--- src/rtl/ex_stage.sv ---
// ex_stage: execute stage with ALU, operand bypass and registered writeback.
// Define QTPA_MUL_EN to build in the iterative shift-add multiplier and stall.
package qtpa_pkg;
    parameter int DATA_WIDTH = 32;

    typedef enum logic [3:0] {
        OP_NOP = 4'd0,
        OP_ADD = 4'd1,
        OP_SUB = 4'd2,
        OP_AND = 4'd3,
        OP_OR  = 4'd4,
        OP_XOR = 4'd5,
        OP_SHL = 4'd6,
        OP_SHR = 4'd7,
        OP_MUL = 4'd8
    } op_t;
endpackage

module ex_stage
    import qtpa_pkg::*;
#(
    parameter int DATA_WIDTH = qtpa_pkg::DATA_WIDTH
) (
    input  logic                  clk,
    input  logic                  rst_n,
    input  logic                  flush,
    input  op_t                   ex_alu_op,
    input  logic [3:0]            ex_rd_addr,
    input  logic                  ex_we,
    input  logic [DATA_WIDTH-1:0] ex_imm_ext,
    input  logic                  ex_use_imm,
    input  logic [DATA_WIDTH-1:0] ex_rs1_data,
    input  logic [DATA_WIDTH-1:0] ex_rs2_data,
    input  logic [3:0]            ex_rs1_addr,
    input  logic [3:0]            ex_rs2_addr,
    input  logic                  fwd_we,
    input  logic [3:0]            fwd_addr,
    input  logic [DATA_WIDTH-1:0] fwd_data,
    output logic                  ex_busy,
    output logic [DATA_WIDTH-1:0] wb_result,
    output logic [3:0]            wb_rd_addr,
    output logic                  wb_we
);

    localparam int SW = $clog2(DATA_WIDTH);

    logic [DATA_WIDTH-1:0] r_wb_result;
    logic [3:0]            r_wb_rd;
    logic                  r_wb_we;

    logic [DATA_WIDTH-1:0] w_op_a;
    logic [DATA_WIDTH-1:0] w_rs2_fwd;
    logic [DATA_WIDTH-1:0] w_op_b;
    logic [DATA_WIDTH-1:0] w_alu;
    logic                  w_alu_we;

    assign wb_result  = r_wb_result;
    assign wb_rd_addr = r_wb_rd;
    assign wb_we      = r_wb_we;

    // Operand select: own registered result beats the writeback bypass
    always_comb begin
        w_op_a = ex_rs1_data;
        if (r_wb_we && (r_wb_rd == ex_rs1_addr)) begin
            w_op_a = r_wb_result;
        end else if (fwd_we && (fwd_addr == ex_rs1_addr)) begin
            w_op_a = fwd_data;
        end
        w_rs2_fwd = ex_rs2_data;
        if (r_wb_we && (r_wb_rd == ex_rs2_addr)) begin
            w_rs2_fwd = r_wb_result;
        end else if (fwd_we && (fwd_addr == ex_rs2_addr)) begin
            w_rs2_fwd = fwd_data;
        end
        w_op_b = ex_use_imm ? ex_imm_ext : w_rs2_fwd;
    end

    // Single-cycle ALU; NOP, MUL and unknown codes give 0 with no write
    always_comb begin
        w_alu    = '0;
        w_alu_we = ex_we;
        case (ex_alu_op)
            OP_ADD:  w_alu = w_op_a + w_op_b;
            OP_SUB:  w_alu = w_op_a - w_op_b;
            OP_AND:  w_alu = w_op_a & w_op_b;
            OP_OR:   w_alu = w_op_a | w_op_b;
            OP_XOR:  w_alu = w_op_a ^ w_op_b;
            OP_SHL:  w_alu = w_op_a << w_op_b[SW-1:0];
            OP_SHR:  w_alu = w_op_a >> w_op_b[SW-1:0];
            default: begin
                w_alu    = '0;
                w_alu_we = 1'b0;
            end
        endcase
    end

`ifdef QTPA_MUL_EN

    localparam logic [1:0] S_IDLE     = 2'd0;
    localparam logic [1:0] S_MUL_RUN  = 2'd1;
    localparam logic [1:0] S_MUL_DONE = 2'd2;

    localparam logic [SW-1:0] CNT_LAST = SW'(DATA_WIDTH - 1);

    logic [1:0]            r_state;
    logic [DATA_WIDTH-1:0] r_mcand;
    logic [DATA_WIDTH-1:0] r_mplier;
    logic [DATA_WIDTH-1:0] r_acc;
    logic [SW-1:0]         r_cnt;
    logic                  w_is_mul;

    assign w_is_mul = (ex_alu_op == OP_MUL);

    // Stall upstream while a MUL is being accepted or iterating
    always_comb begin
        ex_busy = 1'b0;
        if (!flush) begin
            ex_busy = ((r_state == S_IDLE) && w_is_mul)
                   || (r_state == S_MUL_RUN);
        end
    end

    // Writeback register plus multiplier sequencer
    always_ff @(posedge clk or negedge rst_n) begin
        if (!rst_n) begin
            r_state     <= S_IDLE;
            r_wb_result <= '0;
            r_wb_rd     <= '0;
            r_wb_we     <= 1'b0;
            r_mcand     <= '0;
            r_mplier    <= '0;
            r_acc       <= '0;
            r_cnt       <= '0;
        end else if (flush) begin
            r_state <= S_IDLE;
            r_wb_we <= 1'b0;
        end else begin
            case (r_state)
                S_IDLE: begin
                    if (w_is_mul) begin
                        r_mcand  <= w_op_a;
                        r_mplier <= w_op_b;
                        r_acc    <= '0;
                        r_cnt    <= '0;
                        r_wb_we  <= 1'b0;
                        r_state  <= S_MUL_RUN;
                    end else begin
                        r_wb_result <= w_alu;
                        r_wb_rd     <= ex_rd_addr;
                        r_wb_we     <= w_alu_we;
                    end
                end
                S_MUL_RUN: begin
                    if (r_mplier[0]) begin
                        r_acc <= r_acc + r_mcand;
                    end
                    r_mcand  <= r_mcand << 1;
                    r_mplier <= r_mplier >> 1;
                    r_cnt    <= r_cnt + SW'(1);
                    r_wb_we  <= 1'b0;
                    if (r_cnt == CNT_LAST) begin
                        r_state <= S_MUL_DONE;
                    end
                end
                S_MUL_DONE: begin
                    r_wb_result <= r_acc;
                    r_wb_rd     <= ex_rd_addr;
                    r_wb_we     <= ex_we;
                    r_state     <= S_IDLE;
                end
                default: begin
                    r_state <= S_IDLE;
                    r_wb_we <= 1'b0;
                end
            endcase
        end
    end

`else

    assign ex_busy = 1'b0;

    // Writeback register for single-cycle ops only
    always_ff @(posedge clk or negedge rst_n) begin
        if (!rst_n) begin
            r_wb_result <= '0;
            r_wb_rd     <= '0;
            r_wb_we     <= 1'b0;
        end else if (flush) begin
            r_wb_we <= 1'b0;
        end else begin
            r_wb_result <= w_alu;
            r_wb_rd     <= ex_rd_addr;
            r_wb_we     <= w_alu_we;
        end
    end

`endif

endmodule

--- config.mk ---
export PLATFORM = sky130hd
export DESIGN_NAME = ex_stage
export DESIGN_NICKNAME = d
export VERILOG_FILES = /design/src/rtl/ex_stage.sv
export SDC_FILE = /design/constraint.sdc
export NUM_CORES = 1
export LEC_CHECK = 0
export CAP_MARGIN = 20
export CELL_PAD_IN_SITES_DETAIL_PLACEMENT = 2
export CELL_PAD_IN_SITES_GLOBAL_PLACEMENT = 2
export CORE_MARGIN = 4
export CORE_UTILIZATION = 34
export DETAILED_ROUTE_END_ITERATION = 8
export GPL_TIMING_DRIVEN = 0
export PLACE_DENSITY_LB_ADDON = 0.1
export SLEW_MARGIN = 10
export SYNTH_ARGS = -nofsm -noshare
export SYNTH_HDL_FRONTEND = slang
export SYNTH_SLANG_ARGS = --single-unit
--- constraint.sdc ---
create_clock -name clk -period 16.4 [get_ports clk]
set_input_delay 2.46 -clock clk [delete_from_list [all_inputs] [get_ports clk]]
set_output_delay 2.46 -clock clk [all_outputs]
set_load 0.01 [all_outputs]
Yosys cells after proc, flatten, opt, wreduce, memory -nomap -nowiden

Index checks and enable logic that the tools add are counted.

Register bits: 37
Input bits: 154
Output and inout port bits: 38
Word-level logic and storage cells: 34

Add/subtract/negate cells: 2
Equality and inequality tests: 11
Shifts and indexed selects: 2
Mux-type cells: 8
Bitwise operators: 3
Reductions and logical operators: 5

Operators with widths:

| cell               | number |
|---|---|
| $pmux 32 s7        | 1 |
| $mux 32            | 5 |
| $add 32x32->32     | 1 |
| $and 32x32->32     | 1 |
| $or 32x32->32      | 1 |
| $shl 32x5->32      | 1 |
| $shr 32x5->32      | 1 |
| $sub 32x32->32     | 1 |
| $xor 32x32->32     | 1 |
| $eq 4x3->1 const B | 4 |
| $eq 4x4->1         | 4 |
| $eq 4x2->1 const B | 2 |
| $reduce_or 7->1    | 1 |
| $eq 4x1->1 const B | 1 |
| $logic_and 1x1->1  | 4 |
| $mux 1             | 2 |

Logic depth before layout (Yosys ltp)

Gate-level depths: netlist of run 1.

Word-level depth: 7
Depth in mapped cells: 27
Mapped depth without buffers: 23

Least setup slack after synthesis of run 1

OpenSTA, ideal clock, no wires.

Kind: in2reg
From: in ex_rs2_addr[3]
To: reg r_wb_result[31] (netlist: wb_result[31])
Setup time: 0.130 ns
Data arrival time: 7.962 ns
Data required time: 16.270 ns
Setup slack: 8.309 ns
Cell stages on the path: 26
Buffers on the path: 4
Path through: xnor2_1 nand3_2 or2_4 buf_6 o31a_1 nand2_1 buf_2 clkbuf_1 ha_1 nand4_1 nor4_1 a21oi_1 xnor2_1 ha_1 clkbuf_1 a21o_1 a21oi_1 or3_1 a21oi_1 or3_1 o211ai_1 o21ai_0 a21oi_1 mux2_4 a2bb2oi_2 a31oi_1

Cells in the longest elaborated chain, start to end: 7
Elaborated cells on any way between the ends: 15
Those cells by class: add/sub (2); eq/ne (2); shift (2); mux (4); bitwise (3); reduce/logical (2)

RTL lines:

| what                                         | line | source |
|---|---|---|
| from (decl)                                  | 35   | `input logic [3:0] ex_rs2_addr,` |
| $eq 4x4->1                                   | 72   | `end else if (fwd_we && (fwd_addr == ex_rs2_addr)) begin` |
| $logic_and 1x1->1                            | 72   |  |
| $mux 32                                      | 72   |  |
| $mux 32 *                                    | 70   | `if (r_wb_we && (r_wb_rd == ex_rs2_addr)) begin` |
| $mux 32 *                                    | 75   | `w_op_b = ex_use_imm ? ex_imm_ext : w_rs2_fwd;` |
| $sub 32x32->32, or another cell as far along | 84   | `OP_SUB: w_alu = w_op_a - w_op_b;` |
| $pmux 32 s7 *                                | 82   | `case (ex_alu_op)` |
| to (signal assigned)                         | 192  | `r_wb_result <= w_alu;` |
| to (decl)                                    | 47   | `logic [DATA_WIDTH-1:0] r_wb_result;` |

Mark *: on every way between the ends. The rest lies on a longest branch, timed or not.
A chain may end at the register's enable or synchronous reset.

Final worst setup path of run 1

From: in fwd_addr[3]
To: reg r_wb_result[31] (netlist: wb_result[31])

Cells in the longest elaborated chain, start to end: 7
Elaborated cells on any way between the ends: 17
Those cells by class: add/sub (2); eq/ne (2); shift (2); mux (6); bitwise (3); reduce/logical (2)

RTL lines:

| what                                         | line | source |
|---|---|---|
| from (decl)                                  | 37   | `input logic [3:0] fwd_addr,` |
| $eq 4x4->1                                   | 72   |  |
| $logic_and 1x1->1                            | 72   |  |
| $mux 32                                      | 72   |  |
| $mux 32                                      | 70   |  |
| $mux 32                                      | 75   |  |
| $sub 32x32->32, or another cell as far along | 84   |  |
| $pmux 32 s7 *                                | 82   |  |

Marked as above.

==> metrics.yaml, run 1 <==
grt.total_usage_pct: 45.76
ctsResizeCount: 0
fin_crit_ns: 11.61
syn_inst: 1523
synthTopCellsByArea: "mux2i_1 (13%), ha_1 (11%), dfrtp_1 (8.4%)"
synthSimpleGateAreaFrac_pct: 19.08
avgRoutedWirePerCell_um: 39.70
yosysMostFrequentCell: "mux2i_1"
synth_mux_area_share_pct: 16.96
ioPinCount: 192
cts_tree: "done"
outcome: "finished, final reports clean"
ys_types: 87
core_area_um2: 31720
regToRegStartpoint: "wb_rd_addr[0]"
worstSetupStartpointType: "input port"
synth_area_per_cell_um2: 7.232
max_freq_mhz: 86.16
setup_viol: 0
via_per_inst: 7.140
cp_data_arrival_time_ns: 11.81
num_vias: 15230
ant_nets: 0
io_buffers: 188
grt_pass1_vias: 15950
ys_ff_latch: 37
dieWidth_um: 188.0
leakagePower_uw: 0.005728
power_density_nw_per_um2: 64.47
synth_top_area_share_pct: 12.63
hold_viol_final: 0
finalWorstSetupSlack_ns: 4.794
finalNetCount: 1978
critPathCapture: "wb_result[31]"
htree_levels: 2
synth_compound_area_share_pct: 31.41
die_area_um2: 35340
syn_nets: 1775
yosysTopAreaCell: "mux2i_1"
fin_area_um2: 13660
gp_congestion: 1.084
clock_path_buffers: 2
synth_fa_ha_area_share_pct: 11.20
syn2layout_area_growth_pct: 24.04
critical_path.startpoint: "fwd_addr[3]"
grt_pass1_wl_mm: 118.4
synth_edf_count: 0
maxSlewHeadroom_pct: 11.87
synth_common_cells: "mux2i_1 (139), nand2_1 (123), a21oi_1 (105)"
ff2ff_path_depth: 26
synth-main-ff-cell: "dfrtp_1"
grt_max_degree: 22
root_buffer: "clkbuf_16"
critPathMaxFanout: 12
place_area_um2: 13470
synth_top_family_by_area: "compound AO/OA/AOI/OAI gates"
overflow: 0
netlist_area_um2: 11010
r2r_slack_ns: 7.10
initial_core_util_pct: 34.73
yosysWarningCount: 0
yosysSeqAreaShare_pct: 8.406
cp.required_ns: 16.60
dp_hpwl_mm: 69.21
worst_slew_pin_slew_ns: 1.322
drtPass1Iterations: 6
numCtsBuffers: 5
drtIter0Drc: 1806
maxSlewViolCount: 0
irDropWorstVdd_mv: 0.04465
path_class: "input port to flip-flop"
die-height_um: 188.0
cts.sinks: 37
clk_latency_ns: 0.35
cp-end-kind: "flip-flop"
rsz0062_at_grt: "no"
drive_above_1_share_pct: 6.775
finalClockSkew_ns: 0.01917
row_count: 65
postCtsSetupRepairBufs: 0
hold_buffers: 0
clkTransAtPathRegs_ns: 0.08
drc: 0
synthArstFlopShare_pct: 100.0
routed_wl_mm: 84.69
fin_crit_sh_pct: 70.77
setup_tns_ns: 0
drv_cap: 0
place_ws_ns: 4.851
reg2reg_to: "wb_result[31]"
hold_class: "flip-flop to flip-flop"
whs_path_depth: 1
antenna_found_initial: 3
synth_xor_area_share_pct: 5.487
==> critical path, cell delays in order <==
cell and delay [ns]:
clkdlybuf4s50_1 0.49, xnor2_1 0.23, nand3_1 0.32, clkbuf_1 0.31, o21ai_0 0.35, nand3_1 0.22
nand2_1 0.46, buf_2 0.43, clkbuf_1 0.89, ha_1 0.42, nand4_1 0.35, nor4_1 1.03
a21oi_1 0.22, xnor2_1 0.18, ha_1 0.31, clkbuf_1 0.22, a21o_1 0.22, a21oi_1 0.46
or3_1 0.19, a21oi_1 0.09, or3_1 0.35, o211ai_1 0.33, o21ai_0 0.23, a21oi_1 0.43
mux2_4 0.35, a2bb2oi_2 0.15, a31oi_1 0.10
==> cells in the final DEF, fill, tap and decap left out, types with 11 or more instances in the layout <==
| master | Yosys | final |
|---|---|---|
| o31ai_1 | 21 | 21 |
| dfrtp_1 | 37 | 37 |
| o221ai_1 | 12 | 12 |
| nor2_1 | 99 | 99 |
| or3_1 | 13 | 13 |
| o211ai_1 | 26 | 26 |
| ha_1 | 97 | 97 |
| a32oi_1 | 11 | 11 |
| nand2b_1 | 17 | 17 |
| o21ai_0 | 63 | 63 |
| inv_1 | 80 | 80 |
| a211oi_1 | 24 | 24 |
| clkbuf_1 | 58 | 59 |
| a21o_1 | 24 | 24 |
| a22oi_1 | 32 | 32 |
| nor3_1 | 66 | 64 |
| mux2i_1 | 139 | 139 |
| o21a_1 | 13 | 13 |
| o21ai_1 | 30 | 30 |
| buf_4 | 6 | 11 |
| clkdlybuf4s50_1 | 0 | 187 |
| xnor2_1 | 60 | 60 |
| nand3_1 | 55 | 55 |
| a221oi_1 | 15 | 15 |
| nand2_1 | 123 | 123 |
| a21oi_1 | 105 | 105 |
| nand4_1 | 18 | 18 |
| a221o_1 | 21 | 21 |
| mux2_2 | 33 | 33 |
| buf_2 | 32 | 33 |
| buf_1 | 14 | 14 |
| a31oi_1 | 32 | 32 |
==> sequential cells by signal (all words and copies together), names as in the netlist <==
name,cells
wb_we,1
wb_result,32
wb_rd_addr,4
==> final cells by class <==
type / instances / area, um^2
Fill cell: 3742 / 18060
Multi-Input combinational cell: 1289 / 9281
Timing Repair Buffer: 196 / 1957
Sequential cell: 37 / 925.9
Tap cell: 402 / 503.0
Buffer: 112 / 498.0
Inverter: 85 / 319.1
Clock buffer: 6 / 128.9
Clock inverter: 2 / 38.79
Antenna cell: 4 / 10.01
==> where the power goes <==
part           leakage [uW]  internal (uW)  switching [uW]
Sequential         0.000501           96.8            19.0
Combinational       0.00515            213             416
Clock             0.0000811           72.8            62.4
==> metrics by stage <==
stage          std cells  hold slack (ns)  utilization [%]  power [uW]
4_1_cts             2127           0.6262            42.99       848.1
5_1_grt             2130           0.6546            43.05       900.2
2_1_floorplan       1523           0.5618                -       438.4
6_report            2133           0.6241            43.07       880.8
3_3_place_gp        2113           0.5900            42.24       688.6
3_5_place_dp        2119           0.6078            42.47       709.0
==> layer usage <==
layer / up-vias / GRT usage (%) / part of all wire (%)
li1: 6145 / - / -
met1: 7630 / 54.56 / 38
met2: 1123 / 70.82 / 43
met3: 332 / 17.35 / 13
met4: 0 / 25.38 / 7.1
met5: - / 0 / 0
==> worst min path at each step <==
| stage | endpoint | slack [ns] | start |
|---|---|---|---|
| final | wb_rd_addr[1] | 0.62 | wb_rd_addr[1] |
| after global routing | wb_rd_addr[3] | 0.65 | wb_rd_addr[3] |
| after CTS | wb_rd_addr[3] | 0.63 | wb_rd_addr[3] |
| after global placement | wb_rd_addr[0] | 0.59 | wb_rd_addr[0] |
| after floorplan | wb_result[11] | 0.56 | wb_result[11] |
| after detailed placement | wb_rd_addr[3] | 0.61 | wb_rd_addr[3] |
==> kinds of logic (layout without fill, tap and decap cells) <==
| family | after synthesis | count (layout) |
|---|---|---|
| buffers and inverters | 197 | 401 |
| flip-flops | 37 | 37 |
| XOR/XNOR | 69 | 69 |
| multiplexers | 180 | 180 |
| other | 1 | 5 |
| adder cells (fa/ha/maj) | 98 | 98 |
| AO/OA/AOI/OAI | 499 | 499 |
| AND/OR/NAND/NOR | 442 | 442 |
No activity file was read; power rests on OpenSTA's default activity.
==> run 2: changes to the inputs <==
--- a/config.mk
+++ b/config.mk
@@ -9,7 +9,7 @@
 export CELL_PAD_IN_SITES_DETAIL_PLACEMENT = 2
 export CELL_PAD_IN_SITES_GLOBAL_PLACEMENT = 2
 export CORE_MARGIN = 4
-export CORE_UTILIZATION = 34
+export CORE_UTILIZATION = 31
 export DETAILED_ROUTE_END_ITERATION = 8
 export GPL_TIMING_DRIVEN = 0
 export PLACE_DENSITY_LB_ADDON = 0.1
==> constraint.sdc (replaced) <==
create_clock -name clk -period 11.5 [get_ports clk]
set_input_delay 1.725 -clock clk [delete_from_list [all_inputs] [get_ports clk]]
set_output_delay 1.725 -clock clk [all_outputs]
set_load 0.01 [all_outputs]
==> metrics.yaml, run 2 (synthesis results as in run 1) <==
cp.required_ns: 11.72  # -4.88 ns
irDropWorstVdd_mv: 0.06377  # +43%
hold_buffers: 0  # unchanged
gp_congestion: 1.054  # -2.7%
numCtsBuffers: 5  # unchanged
avgRoutedWirePerCell_um: 39.01  # -1.7%
fin_crit_sh_pct: 91.38
core_area_um2: 34800  # +9.7%
rsz0062_at_grt: "no"
ctsResizeCount: 0  # unchanged
multi_input_area_um2: 9294  # +0.13%
hold_viol_final: 0  # unchanged
cp-end-kind: "flip-flop"
syn2layout_area_growth_pct: 24.96
maxSlewHeadroom_pct: 15.25  # +3.4 points
drv_cap: 0  # unchanged
final_common_cell: "clkdlybuf4s50_1"
drc: 0  # unchanged
largest_reg_flops: 32  # unchanged
setup_viol: 0  # unchanged
grtUsageMet3_pct: 14.07  # -3.3 points
routed_wl_mm: 85.39  # +0.83%
num_vias: 14950  # -1.9%
grt_most_used_layer: "met2"
row_count: 68  # +4.6%
grt_max_degree: 38  # +73%
n_fill_cell: 4149  # +11%
htree_levels: 2  # unchanged
crit_path_max_incr_delay_ns: 0.88  # -0.15 ns
crit_top_cell: "a21oi_1"
drtIter0Drc: 1970  # +9.1%
clock_path_buffers: 2  # unchanged
fin_crit_ns: 10.51
power_density_nw_per_um2: 89.91  # +39%
use_met2_pct: 64.24  # -6.6 points
overflow: 0  # unchanged
grt_pass1_wl_mm: 118.2  # -0.12%
die_area_um2: 38610  # +9.3%
drtPass1Iterations: 5  # -1
antenna_found_initial: 2  # -1
worst_slew_pin_slew_ns: 1.239  # -0.08264 ns
cts.sinks: 37  # unchanged
via_per_inst: 6.827  # -4.4%
clkTransAtPathRegs_ns: 0.08  # about the same
io_buffers: 188  # unchanged
postCtsSetupRepairBufs: 0  # unchanged
clk_latency_ns: 0.35  # about the same
hold_class: "flip-flop to flip-flop"
grt.total_usage_pct: 42.34  # -3.4 points
use_met1_pct: 54.52  # about the same
slowest_stage: "clkbuf_1"
critPathMaxFanout: 12  # unchanged
path_class: "input port to flip-flop"
maxSlewViolCount: 0  # unchanged
root_buffer: "clkbuf_16"
leakagePower_uw: 0.005747  # +0.34%
drive_above_1_share_pct: 7.271  # +0.50 points
ant_nets: 0  # unchanged
max_freq_mhz: 95.16
dieWidth_um: 196.5  # +4.5%
initial_core_util_pct: 31.65  # -3.1 points
mostFrequentLayoutCells: "clkdlybuf4s50_1 (187), mux2i_1 (139), nand2_1 (123)"
outcome: "finished, final reports clean"
cp_data_arrival_time_ns: 10.73  # -1.08 ns
finalNetCount: 1984  # +0.30%
worstSetupStartpointType: "input port"
critPathTopFamily: "simple AND/OR/NAND/NOR gates"
cp_num_buf_inv: 5  # unchanged
ioPinCount: 192  # unchanged
setup_tns_ns: 0  # unchanged
dp_hpwl_mm: 69.62  # +0.59%
die-height_um: 196.5  # +4.5%
grt_pass1_vias: 15450  # -3.1%
finalClockSkew_ns: 0.01935  # +0.0001736 ns
regArea_um2: 925.9  # unchanged
cts_tree: "done"
power_uw: 1237  # +40%
run 2: through the flow:
| stage | instances | area, um^2 | hold WS (ns) | util (%) | worst slack (ns) |
|---|---|---|---|---|---|
| 2_1_floorplan | 1523 | 11010 | 0.5618 | - | 4.144 |
| 3_3_place_gp | 2166 | 13470 | 0.5962 | 38.70 | 0.6736 |
| 5_1_grt | 2188 | 13760 | 0.6627 | 39.54 | 0.7839 |
| 3_5_place_dp | 2178 | 13590 | 0.6066 | 39.05 | 0.9201 |
| 6_report | 2189 | 13760 | 0.6208 | 39.55 | 0.9911 |
| 4_1_cts | 2186 | 13740 | 0.6264 | 39.48 | 1.255 |
run 2: power breakdown:
group	leakage, uW	switching [uW]	internal (uW)
clock network	0.0000704	97.1	82.7
logic	0.00518	587	306
registers	0.000501	25.6	138
total	0.00575	710	527
run 2: layer usage:
metal,vias up,part of all wire (%)
li1,6142,-
met1,7570,40
met2,1011,42
met3,220,12
met4,2,5.4
met5,-,0.012
run 2: path summary, 6_finish.rpt:
path | startpoint | endpoint | slack, ns | depth (start not counted)
worst max-delay path | fwd_addr[2] | wb_result[31] | 0.99 | 27
worst min-delay path | wb_rd_addr[2] | wb_rd_addr[2] | 0.62 | 1
worst max register to register | wb_rd_addr[3] | wb_result[31] | 2.62 | 26
worst min register to register | wb_rd_addr[2] | wb_rd_addr[2] | 0.62 | 1
max in group asynchronous | rst_n | wb_rd_addr[2] | 9.50 | 1
min in group asynchronous | rst_n | wb_result[5] | 1.40 | 1
run 2: worst register-to-register path: stages, from the launching register on:
cell and delay (ns):
dfrtp_1 0.45, xnor2_1 0.21, nand3_2 0.27, or2_4 0.39, buf_6 0.16, o31a_1 0.29
nand2_1 0.36, buf_2 0.46, clkbuf_1 0.88, ha_1 0.43, nand4_1 0.37, nor4_2 0.86
a21oi_1 0.20, xnor2_1 0.28, ha_1 0.27, clkbuf_1 0.21, a21o_1 0.21, a21oi_1 0.19
or3_1 0.14, a21oi_1 0.10, or3_1 0.34, o211ai_1 0.39, o21ai_0 0.23, a21oi_1 0.48
mux2_4 0.35, a2bb2oi_2 0.13, a31oi_1 0.10
run 2: area by class of cell:
type                       instances  share of cell area (%)
multi-input combinational       1289                   67.53
timing repair buffer             202                   14.56
sequential                        37                   6.727
tap                              455                   4.136
buffer                           112                   3.618
inverter                          85                   2.318
clock buffer                       5                  0.9091
clock inverter                     3                  0.1818
antenna                            1                 0.01818
==> run 3: changes to the inputs <==
==> constraint.sdc (replaced) <==
create_clock -name clk -period 11.5 [get_ports clk]
set_input_delay 1.725 -clock clk [delete_from_list [all_inputs] [get_ports clk]]
set_output_delay 1.725 -clock clk [all_outputs]
set_load 0.005 [all_outputs]
==> results of run 3 <==
The final DEF is identical to that of run 2. Status: finished, final reports clean.
Main changes from that run: total power 1237 uW -> 1234 uW
